File: src/rtl/core_pkg.sv
// Shared core definitions: opcodes, ALUOp encodings and the decode control bundle.
package core_pkg;

  localparam int unsigned REG_W = 5;

  localparam logic [6:0] OPC_R      = 7'b0110011;
  localparam logic [6:0] OPC_LOAD   = 7'b0000011;
  localparam logic [6:0] OPC_STORE  = 7'b0100011;
  localparam logic [6:0] OPC_BRANCH = 7'b1100011;
  localparam logic [6:0] OPC_OPIMM  = 7'b0010011;

  localparam logic [1:0] ALUOP_ADD   = 2'b00;
  localparam logic [1:0] ALUOP_SUB   = 2'b01;
  localparam logic [1:0] ALUOP_FUNCT = 2'b10;

  typedef struct packed {
    logic       alusrc;
    logic       memtoreg;
    logic       regwrite;
    logic       memread;
    logic       memwrite;
    logic       branch;
    logic [1:0] aluop;
  } ctrl_t;

  localparam ctrl_t BUBBLE = '0;

endpackage

File: src/rtl/sat_counter.sv
// Unsigned event counter that saturates at all-ones; clears on synchronous active-low reset.
module sat_counter #(
  parameter int unsigned W = 16
) (
  input  logic         clk,
  input  logic         rst_n,
  input  logic         hold,
  input  logic         inc,
  output logic [W-1:0] count
);

  localparam logic [W-1:0] MAX = '1;

  always_ff @(posedge clk) begin
    if (!rst_n) begin
      count <= '0;
    end else if (!hold && inc && (count != MAX)) begin
      count <= count + W'(1);
    end
  end

endmodule

File: src/rtl/id_ex_stage.sv
// ID/EX pipeline register with load-use hazard detection, bubble insertion
// and saturating stall/flush event counters.
module id_ex_stage
  import core_pkg::*;
#(
  parameter int unsigned XLEN  = 32,
  parameter int unsigned CNT_W = 16
) (
  input  logic             clk,
  input  logic             rst_n,
  input  logic             hold,
  input  logic             flush,
  input  logic             id_valid,
  input  logic             id_alusrc,
  input  logic             id_memtoreg,
  input  logic             id_regwrite,
  input  logic             id_memread,
  input  logic             id_memwrite,
  input  logic             id_branch,
  input  logic [1:0]       id_aluop,
  input  logic [XLEN-1:0]  id_pc,
  input  logic [XLEN-1:0]  id_rd1,
  input  logic [XLEN-1:0]  id_rd2,
  input  logic [XLEN-1:0]  id_imm,
  input  logic [4:0]       id_rs1,
  input  logic [4:0]       id_rs2,
  input  logic [4:0]       id_rd,
  input  logic [2:0]       id_funct3,
  input  logic             id_funct7b5,
  output logic             hazard_stall,
  output logic             ex_valid,
  output logic             ex_alusrc,
  output logic             ex_memtoreg,
  output logic             ex_regwrite,
  output logic             ex_memread,
  output logic             ex_memwrite,
  output logic             ex_branch,
  output logic [1:0]       ex_aluop,
  output logic [XLEN-1:0]  ex_pc,
  output logic [XLEN-1:0]  ex_rd1,
  output logic [XLEN-1:0]  ex_rd2,
  output logic [XLEN-1:0]  ex_imm,
  output logic [4:0]       ex_rs1,
  output logic [4:0]       ex_rs2,
  output logic [4:0]       ex_rd,
  output logic [2:0]       ex_funct3,
  output logic             ex_funct7b5,
  output logic [CNT_W-1:0] stall_cnt,
  output logic [CNT_W-1:0] flush_cnt
);

  ctrl_t id_ctrl;
  ctrl_t ex_ctrl;
  logic  bubble;

  assign id_ctrl = '{alusrc:   id_alusrc,
                     memtoreg: id_memtoreg,
                     regwrite: id_regwrite,
                     memread:  id_memread,
                     memwrite: id_memwrite,
                     branch:   id_branch,
                     aluop:    id_aluop};

  // Load-use: the load in EX writes a register the ID instruction reads; a flushed ID never stalls.
  assign hazard_stall = id_valid & ex_valid & ex_ctrl.memread & (ex_rd != REG_W'(0)) &
                        ((ex_rd == id_rs1) | (ex_rd == id_rs2)) & ~flush;

  assign bubble = flush | hazard_stall;

  always_ff @(posedge clk) begin
    if (!rst_n) begin
      ex_valid    <= 1'b0;
      ex_ctrl     <= BUBBLE;
      ex_pc       <= '0;
      ex_rd1      <= '0;
      ex_rd2      <= '0;
      ex_imm      <= '0;
      ex_rs1      <= '0;
      ex_rs2      <= '0;
      ex_rd       <= '0;
      ex_funct3   <= '0;
      ex_funct7b5 <= 1'b0;
    end else if (!hold) begin
      if (bubble) begin
        ex_valid    <= 1'b0;
        ex_ctrl     <= BUBBLE;
        ex_pc       <= '0;
        ex_rd1      <= '0;
        ex_rd2      <= '0;
        ex_imm      <= '0;
        ex_rs1      <= '0;
        ex_rs2      <= '0;
        ex_rd       <= '0;
        ex_funct3   <= '0;
        ex_funct7b5 <= 1'b0;
      end else begin
        ex_valid    <= id_valid;
        ex_ctrl     <= id_ctrl;
        ex_pc       <= id_pc;
        ex_rd1      <= id_rd1;
        ex_rd2      <= id_rd2;
        ex_imm      <= id_imm;
        ex_rs1      <= id_rs1;
        ex_rs2      <= id_rs2;
        ex_rd       <= id_rd;
        ex_funct3   <= id_funct3;
        ex_funct7b5 <= id_funct7b5;
      end
    end
  end

  assign ex_alusrc   = ex_ctrl.alusrc;
  assign ex_memtoreg = ex_ctrl.memtoreg;
  assign ex_regwrite = ex_ctrl.regwrite;
  assign ex_memread  = ex_ctrl.memread;
  assign ex_memwrite = ex_ctrl.memwrite;
  assign ex_branch   = ex_ctrl.branch;
  assign ex_aluop    = ex_ctrl.aluop;

  // hazard_stall already excludes flush, so the two counters never step together.
  sat_counter #(.W(CNT_W)) u_stall_cnt (
    .clk   (clk),
    .rst_n (rst_n),
    .hold  (hold),
    .inc   (hazard_stall),
    .count (stall_cnt)
  );

  sat_counter #(.W(CNT_W)) u_flush_cnt (
    .clk   (clk),
    .rst_n (rst_n),
    .hold  (hold),
    .inc   (flush),
    .count (flush_cnt)
  );

endmodule

File: config.mk
export PLATFORM = sky130hd
export DESIGN_NAME = id_ex_stage
export DESIGN_NICKNAME = d
export VERILOG_FILES = /design/src/rtl/core_pkg.sv /design/src/rtl/sat_counter.sv /design/src/rtl/id_ex_stage.sv
export SDC_FILE = /design/constraint.sdc
export NUM_CORES = 1
export LEC_CHECK = 0
export BUFFER_PORTS_ARGS = -buffer_cell sky130_fd_sc_hd__buf_2
export CAP_MARGIN = 10
export CORE_MARGIN = 4
export CORE_UTILIZATION = 40
export DETAILED_ROUTE_END_ITERATION = 10
export GPL_TIMING_DRIVEN = 0
export PLACE_DENSITY = 0.73
export RECOVER_POWER = 25
export SYNTH_ARGS = -nofsm -noshare
export SYNTH_HDL_FRONTEND = slang
export SYNTH_SLANG_ARGS = --single-unit
File: constraint.sdc
create_clock -name clk -period 5.7 [get_ports clk]
set_input_delay 0.285 -clock clk [delete_from_list [all_inputs] [get_ports clk]]
set_output_delay 0.285 -clock clk [all_outputs]
set_load 0.03 [all_outputs]
==> results of run 1 <==
-- per-layer routing --
metal,vias to the layer above,routed length (um),part of all wire (%),GRT usage (%)
met4,0,350,1.8,7.69
met1,2613,7870,40,23.1
met3,27,1730,8.8,7.53
met2,235,9610,49,35.2
met5,-,0,0,0
li1,2807,-,-,-
-- Yosys cell counts (3+ instances only) --
| cell type | count | share of area, % |
|---|---|---|
| dfxtp_1 | 188 | 59 |
| a22o_1 | 155 | 21 |
| nor2_1 | 21 | 1.2 |
| clkbuf_1 | 20 | 1.2 |
| nand2_1 | 19 | 1.1 |
| buf_4 | 16 | 1.9 |
| xnor2_1 | 15 | 2.0 |
| xor2_1 | 12 | 1.6 |
| nand3_1 | 11 | 0.86 |
| a21oi_1 | 9 | 0.70 |
| and3_1 | 8 | 0.78 |
| and2_1 | 7 | 0.68 |
| nor3_1 | 7 | 0.55 |
| or4_1 | 6 | 0.70 |
| inv_1 | 5 | 0.29 |
| mux2i_1 | 5 | 0.78 |
| nand4_1 | 5 | 0.49 |
| nand2b_1 | 4 | 0.39 |
| o31ai_1 | 4 | 0.47 |
| and4_1 | 3 | 0.41 |
| o21ai_0 | 3 | 0.23 |
-- path summary, 6_finish.rpt --
| check | startpoint | endpoint | slack, ns | depth (start not counted) |
|---|---|---|---|---|
| worst max-delay path | ex_rd[2]$_SDFFE_PN0N_ | hazard_stall | 3.45 | 6 |
| worst min-delay path | id_imm[21] | ex_imm[21]$_SDFFE_PN0N_ | 0.06 | 2 |
| worst max register to register | u_stall_cnt.count[0]$_SDFFE_PN0P_ | u_stall_cnt.count[10]$_SDFFE_PN0P_ | 3.53 | 8 |
| worst min register to register | ex_rd1[26]$_SDFFE_PN0N_ | ex_rd1[26]$_SDFFE_PN0N_ | 0.47 | 1 |
-- power by group --
group	switching [mW]	internal, mW
clock network	0.506	0.752
logic	0.182	0.108
registers	0.0264	1.36
-- worst max-delay path, stage by stage (launching register included) --
cell and delay [ns]:
dfxtp_1 0.36, xor2_1 0.19, nor3_2 0.20, a22oi_2 0.15, or2_1 0.26, nor2_1 0.15
buf_2 0.23
-- cells by family (layout without fill, tap and decap cells) --
| logic type | Yosys count | in the layout |
|---|---|---|
| xor gates and xnor gates | 27 | 27 |
| adders and majority gates | 2 | 2 |
| AOI/OAI and AO/OA | 179 | 179 |
| DFF | 188 | 188 |
| muxes | 5 | 5 |
| buffers and inverters | 44 | 424 |
| other | 0 | 3 |
| and+or+nand+nor | 106 | 106 |
-- registers in the layout (all words and copies together) (netlist names), 3 cells and up --
name               flops
ex_funct3              3
ex_rd2                32
ex_pc                 32
u_stall_cnt.count     16
ex_rd1                32
ex_rs1                 5
u_flush_cnt.count     16
ex_rs2                 5
ex_rd                  5
ex_imm                32
-- area by class of cell --
cell class / instances / area, um2
antenna: 3 / 7.51
buffer: 39 / 223
clock buffer: 20 / 447
clock inverter: 12 / 184
fill: 1447 / 6880
inverter: 5 / 18.8
multi-input combinational: 319 / 2410
sequential: 188 / 3760
tap: 216 / 270
timing repair buffer: 348 / 1620
==> flow_summary.json, run 1 <==
{
  "synth_edf_count": 0,
  "crit_required_ns": 5.41,
  "ys_ff_latch": 188,
  "slew_headroom_pct": 63.2,
  "grt_pass1_vias": 5699,
  "clock_tree.buffer_depth": 2,
  "layout_setup_ws_ns": 3.45,
  "yosysWarnings": 0,
  "main_combinational_cell_family_by_area_after_synthesis": "compound AO/OA/AOI/OAI gates",
  "finish.cell_count_without_fillers": 1150,
  "fin_total_pwr_mw": 2.93,
  "port-buffer-count": 348,
  "detail_route.wirelength_um": 19600,
  "clock_skew_after_layout_ns": 0.0143,
  "tritoncts_clock_tree": "yes",
  "synth-xor-area-share_pct": 3.68,
  "rsz0062_at_grt": "false",
  "area_growth_syn_to_layout_pct": 39.4,
  "status": "completed",
  "hold_buffers": 0,
  "root_buffer_cell": "clkbuf_16",
  "gpl.final_weighted_congestion": 0.777,
  "timing.critical_path.from_type": "flip-flop",
  "synth_compound_gate_area_share_pct": 23.7,
  "fp.coreArea_um2": 15800,
  "fp-row-count": 46,
  "post-cts-setup-buffers": 0,
  "avgViaCountPerCell": 4.94,
  "synth_simple_gate_area_share_pct": 9.04,
  "drive_above_1_share_pct": 33.5,
  "post_synth_mux_area_share_pct": 0.780,
  "detailed_place.area_um2": 8430,
  "synthDistinctLibCells": 41,
  "postSynthCellCount": 551,
  "layout_min_cycle_time_ns": 2.25,
  "tns_ns": 0,
  "most-common-layout-cells": "buf_2 (255), dfxtp_1 (188), a22o_1 (155)",
  "routed_wire_length_per_instance_um": 17.0,
  "grt_usage_pct": 20.4,
  "num_io_pins": 349,
  "achievable-frequency_ghz": 0.445,
  "die_height_um": 135,
  "utilization_pct": 56.6,
  "gr-total-overflow": 0,
  "dpl_worst_slack_ns": 3.56,
  "drt_iter0_drc": 257,
  "post-route-drc-count": 0,
  "cts.clk_slew.worst_paths_ns": 0.07,
  "timing.final.crit_share_pct": 39.4,
  "cts.repair.resized": 0,
  "grt_max_degree": 17,
  "final_common_cell": "buf_2",
  "final-setup-viol-count": 0,
  "cts_max_level": 4,
  "postSynthAreaPerCell_um2": 11.7,
  "worst_ir_drop_vdd_uv": 196,
  "routed-via-count": 5682,
  "layout.cell_area.non_filler_um2": 8950,
  "detail_route.first_pass.iterations": 4,
  "clock-sinks": 188,
  "synth.net_count": 713,
  "crit_path_max_fanout": 7,
  "max_capacitance_violation_count": 0,
  "fp.dieW_um": 135,
  "critical_path.endpoint_type": "output port",
  "synth_async_sr_flop_share_pct": 0,
  "post_synth_fa_ha_maj_area_fraction_pct": 0.390,
  "initial_core_util_pct": 40.6,
  "insertion_delay_ns": 0.43,
  "die-area_um2": 18100,
  "tightest_slew_ns": 0.552,
  "final_antenna_net_count": 0,
  "post-dp-hpwl_um": 14900,
  "synthFlopType": "dfxtp_1",
  "timing.critical_path.arrival_ns": 1.96,
  "placed_cells_incl_taps": 1115,
  "syn-cell-area_um2": 6420,
  "numCtsBuffers": 17,
  "antenna_found_initial": 3,
  "report.final.hold_viol_count": 0,
  "maxSlewViolCount": 0,
  "finalNetCount": 1080,
  "hold_slack_ns": 0.0647,
  "crit_type": "reg -> out",
  "part_of_the_yosys_area_used_for_sequential_elements_pct": 58.6,
  "cellPowerDensity_nw_per_um2": 327,
  "wire_length_of_the_first_global_routing_pass_um": 29200,
  "static-leakage-power_nw": 4.07,
  "worstHoldPathType": "in -> reg"
}
(Power assumes the default switching activity.)
==> run 2: changes to the inputs <==
clock period = 2.2 ns   (was 5.7 ns; I/O delays follow)
==> run 2 against run 1 <==
Utilization rose by 10 points. Register-to-register slack lost 3.4 ns. Largest power group unchanged. Hold slack improved by 0.030 ns. Non-clock buffer count increased by 157. Critical path type is now in -> reg. Clock skew rose by 0.0047 ns. Highest routed layer unchanged. Cell area increased by 18%.
==> flow_summary.json, run 2 (same netlist as run 1, synthesis figures left out) <==
{
  "status": "completed",
  "clock_tree.buffer_depth": 2,
  "avgViaCountPerCell": 4.98,
  "critical-path-slowest-cell": "dlygate4sd3_1",
  "critPathLaunch": "id_rs1[2]",
  "tightest_slew_ns": 0.560,
  "worst_ir_drop_vdd_uv": 509,
  "grt_pass1_vias": 6881,
  "layout_setup_ws_ns": 0.107,
  "r2r_end": "ex_rd2[22]$_SDFFE_PN0N_",
  "power.share.switching_pct": 24.6,
  "num_io_pins": 349,
  "max_capacitance_violation_count": 0,
  "timing.critical_path.arrival_ns": 2.40,
  "fp.coreArea_um2": 15800,
  "area_growth_syn_to_layout_pct": 64.2,
  "numCtsBuffers": 17,
  "final_antenna_net_count": 0,
  "multi_input_area_um2": 2430,
  "placed_cells_incl_taps": 1115,
  "crit_required_ns": 2.51,
  "drive_above_1_share_pct": 29.1,
  "startpoint_of_the_worst_slack_reg_to_reg_timing_path": "ex_rd[2]$_SDFFE_PN0N_",
  "detailed_place.area_um2": 8430,
  "slew_headroom_pct": 62.7,
  "gr-total-overflow": 0,
  "grt_usage_pct": 24.2,
  "number_of_cell_instances_on_the_worst_register_to_register_path": 8,
  "detail_route.wirelength_um": 22800,
  "die-area_um2": 18100,
  "crit_type": "in -> reg",
  "timing.critical_path.from_type": "input port",
  "total_switching_power_mw": 1.94,
  "finish.cell_count_without_fillers": 1305,
  "timing.final.crit_share_pct": 95.1,
  "report.final.hold_viol_count": 0,
  "dpl_worst_slack_ns": 0.0580,
  "fp-row-count": 46,
  "fill_cells": 1189,
  "port-buffer-count": 348,
  "wire_length_of_the_first_global_routing_pass_um": 34800,
  "drt_iter0_drc": 293,
  "achievable-frequency_ghz": 0.478,
  "cts.clk_slew.worst_paths_ns": 0.07,
  "ff_latch_area_um2": 3770,
  "die_height_um": 135,
  "gpl.final_weighted_congestion": 0.777,
  "share_comb_of_total_power_pct": 12.6,
  "tns_ns": 0,
  "insertion_delay_ns": 0.43,
  "fin_total_pwr_mw": 7.87,
  "routed_wire_length_per_instance_um": 17.4,
  "final-setup-viol-count": 0,
  "critPathCapture": "ex_rd2[22]$_SDFFE_PN0N_",
  "post-cts-setup-buffers": 0,
  "post-route-drc-count": 0,
  "crit_path_max_fanout": 10,
  "worst_path_cell_trace": "dlygate4sd3_1, buf_2, xor2_1, nor3_2, a22oi_2, or2_1, and3_2, buf_4, buf_4, a22o_1",
  "tritoncts_clock_tree": "yes",
  "final_common_cell": "buf_2",
  "cts_max_level": 4,
  "clock_skew_after_layout_ns": 0.0190,
  "routed-via-count": 6494,
  "p_int_mw": 5.93,
  "reg_to_reg_setup_timing_slack_ns": 0.11,
  "maximum_cell_stage_delay_along_the_critical_path_ns": 0.55,
  "fp.dieW_um": 135,
  "initial_core_util_pct": 40.6,
  "grt_max_degree": 17,
  "root_buffer_cell": "clkbuf_16",
  "post-dp-hpwl_um": 14900,
  "detail_route.first_pass.iterations": 4,
  "critical_path.endpoint_type": "flip-flop",
  "worstHoldPathType": "in -> reg",
  "maxSlewViolCount": 0,
  "layout.cell_area.non_filler_um2": 10500,
  "layout_min_cycle_time_ns": 2.09,
  "seq_power_share_pct": 45.7,
  "hold_slack_ns": 0.0946,
  "antenna_found_initial": 1,
  "clkPwrFrac_pct": 41.7,
  "path_common_cell": "buf_4",
  "static-leakage-power_nw": 4.73,
  "most-common-layout-cells": "buf_2 (255), dfxtp_1 (185), dlygate4sd3_1 (157)",
  "finalNetCount": 1237,
  "clock-sinks": 188,
  "cellPowerDensity_nw_per_um2": 746,
  "utilization_pct": 66.6
}
[run 2: power by group through the flow]
stage	combinational, mW	sequential [mW]	clock, mW
3_5_place_dp	0.774	3.66	0
3_3_place_gp	0.767	3.66	0
6_report	0.995	3.59	3.28
4_1_cts	0.998	3.58	3.32
5_1_grt	1.06	3.60	3.47
2_1_floorplan	0.215	3.88	0
[run 2: metal layers]
layer | global-route usage [%] | wire length, um | up-vias
met1 | 26.5 | 8800 | 3042
met4 | 10.5 | 702 | 0
met3 | 7.82 | 1810 | 55
met2 | 42.8 | 11500 | 274
met5 | 0 | 0 | -
li1 | - | - | 3123
[run 2: worst min path at each step]
stage,slack [ns],endpoint,cells past startpoint,startpoint
6_report,0.09,u_stall_cnt.count[15]$_SDFFE_PN0P_,4,flush
5_1_grt,0.13,u_stall_cnt.count[15]$_SDFFE_PN0P_,4,hold
4_1_cts,0.08,u_stall_cnt.count[15]$_SDFFE_PN0P_,4,flush
3_5_place_dp,0.33,ex_rd1[10]$_SDFFE_PN0N_,2,id_rd1[10]
3_3_place_gp,0.33,ex_pc[13]$_SDFFE_PN0N_,2,id_pc[13]
2_1_floorplan,0.24,ex_aluop[0]$_SDFFE_PN0N_,1,id_aluop[0]
[run 2: cell type report]
cell class	instances	share of cell area, %
antenna	1	0.0237
buffer	39	2.15
clock buffer	20	4.24
clock inverter	12	1.74
inverter	5	0.178
multi-input combinational	319	23.1
sequential	188	35.7
tap	216	2.56
timing repair buffer	505	30.3
[run 2: worst max-delay path, delay by kind of cell]
family	cells	cell delay, ns
buffers and inverters	4	1.06
AND/OR/NAND/NOR	3	0.69
AO/OA/AOI/OAI	2	0.39
XOR/XNOR	1	0.14
[run 2: what timing repair did]
action                                  in CTS  in global routing
resized for setup                            0                  7
endpoints found under the hold margin      158                  0
endpoints found under the setup margin       0                139
hold buffers                               157                  0
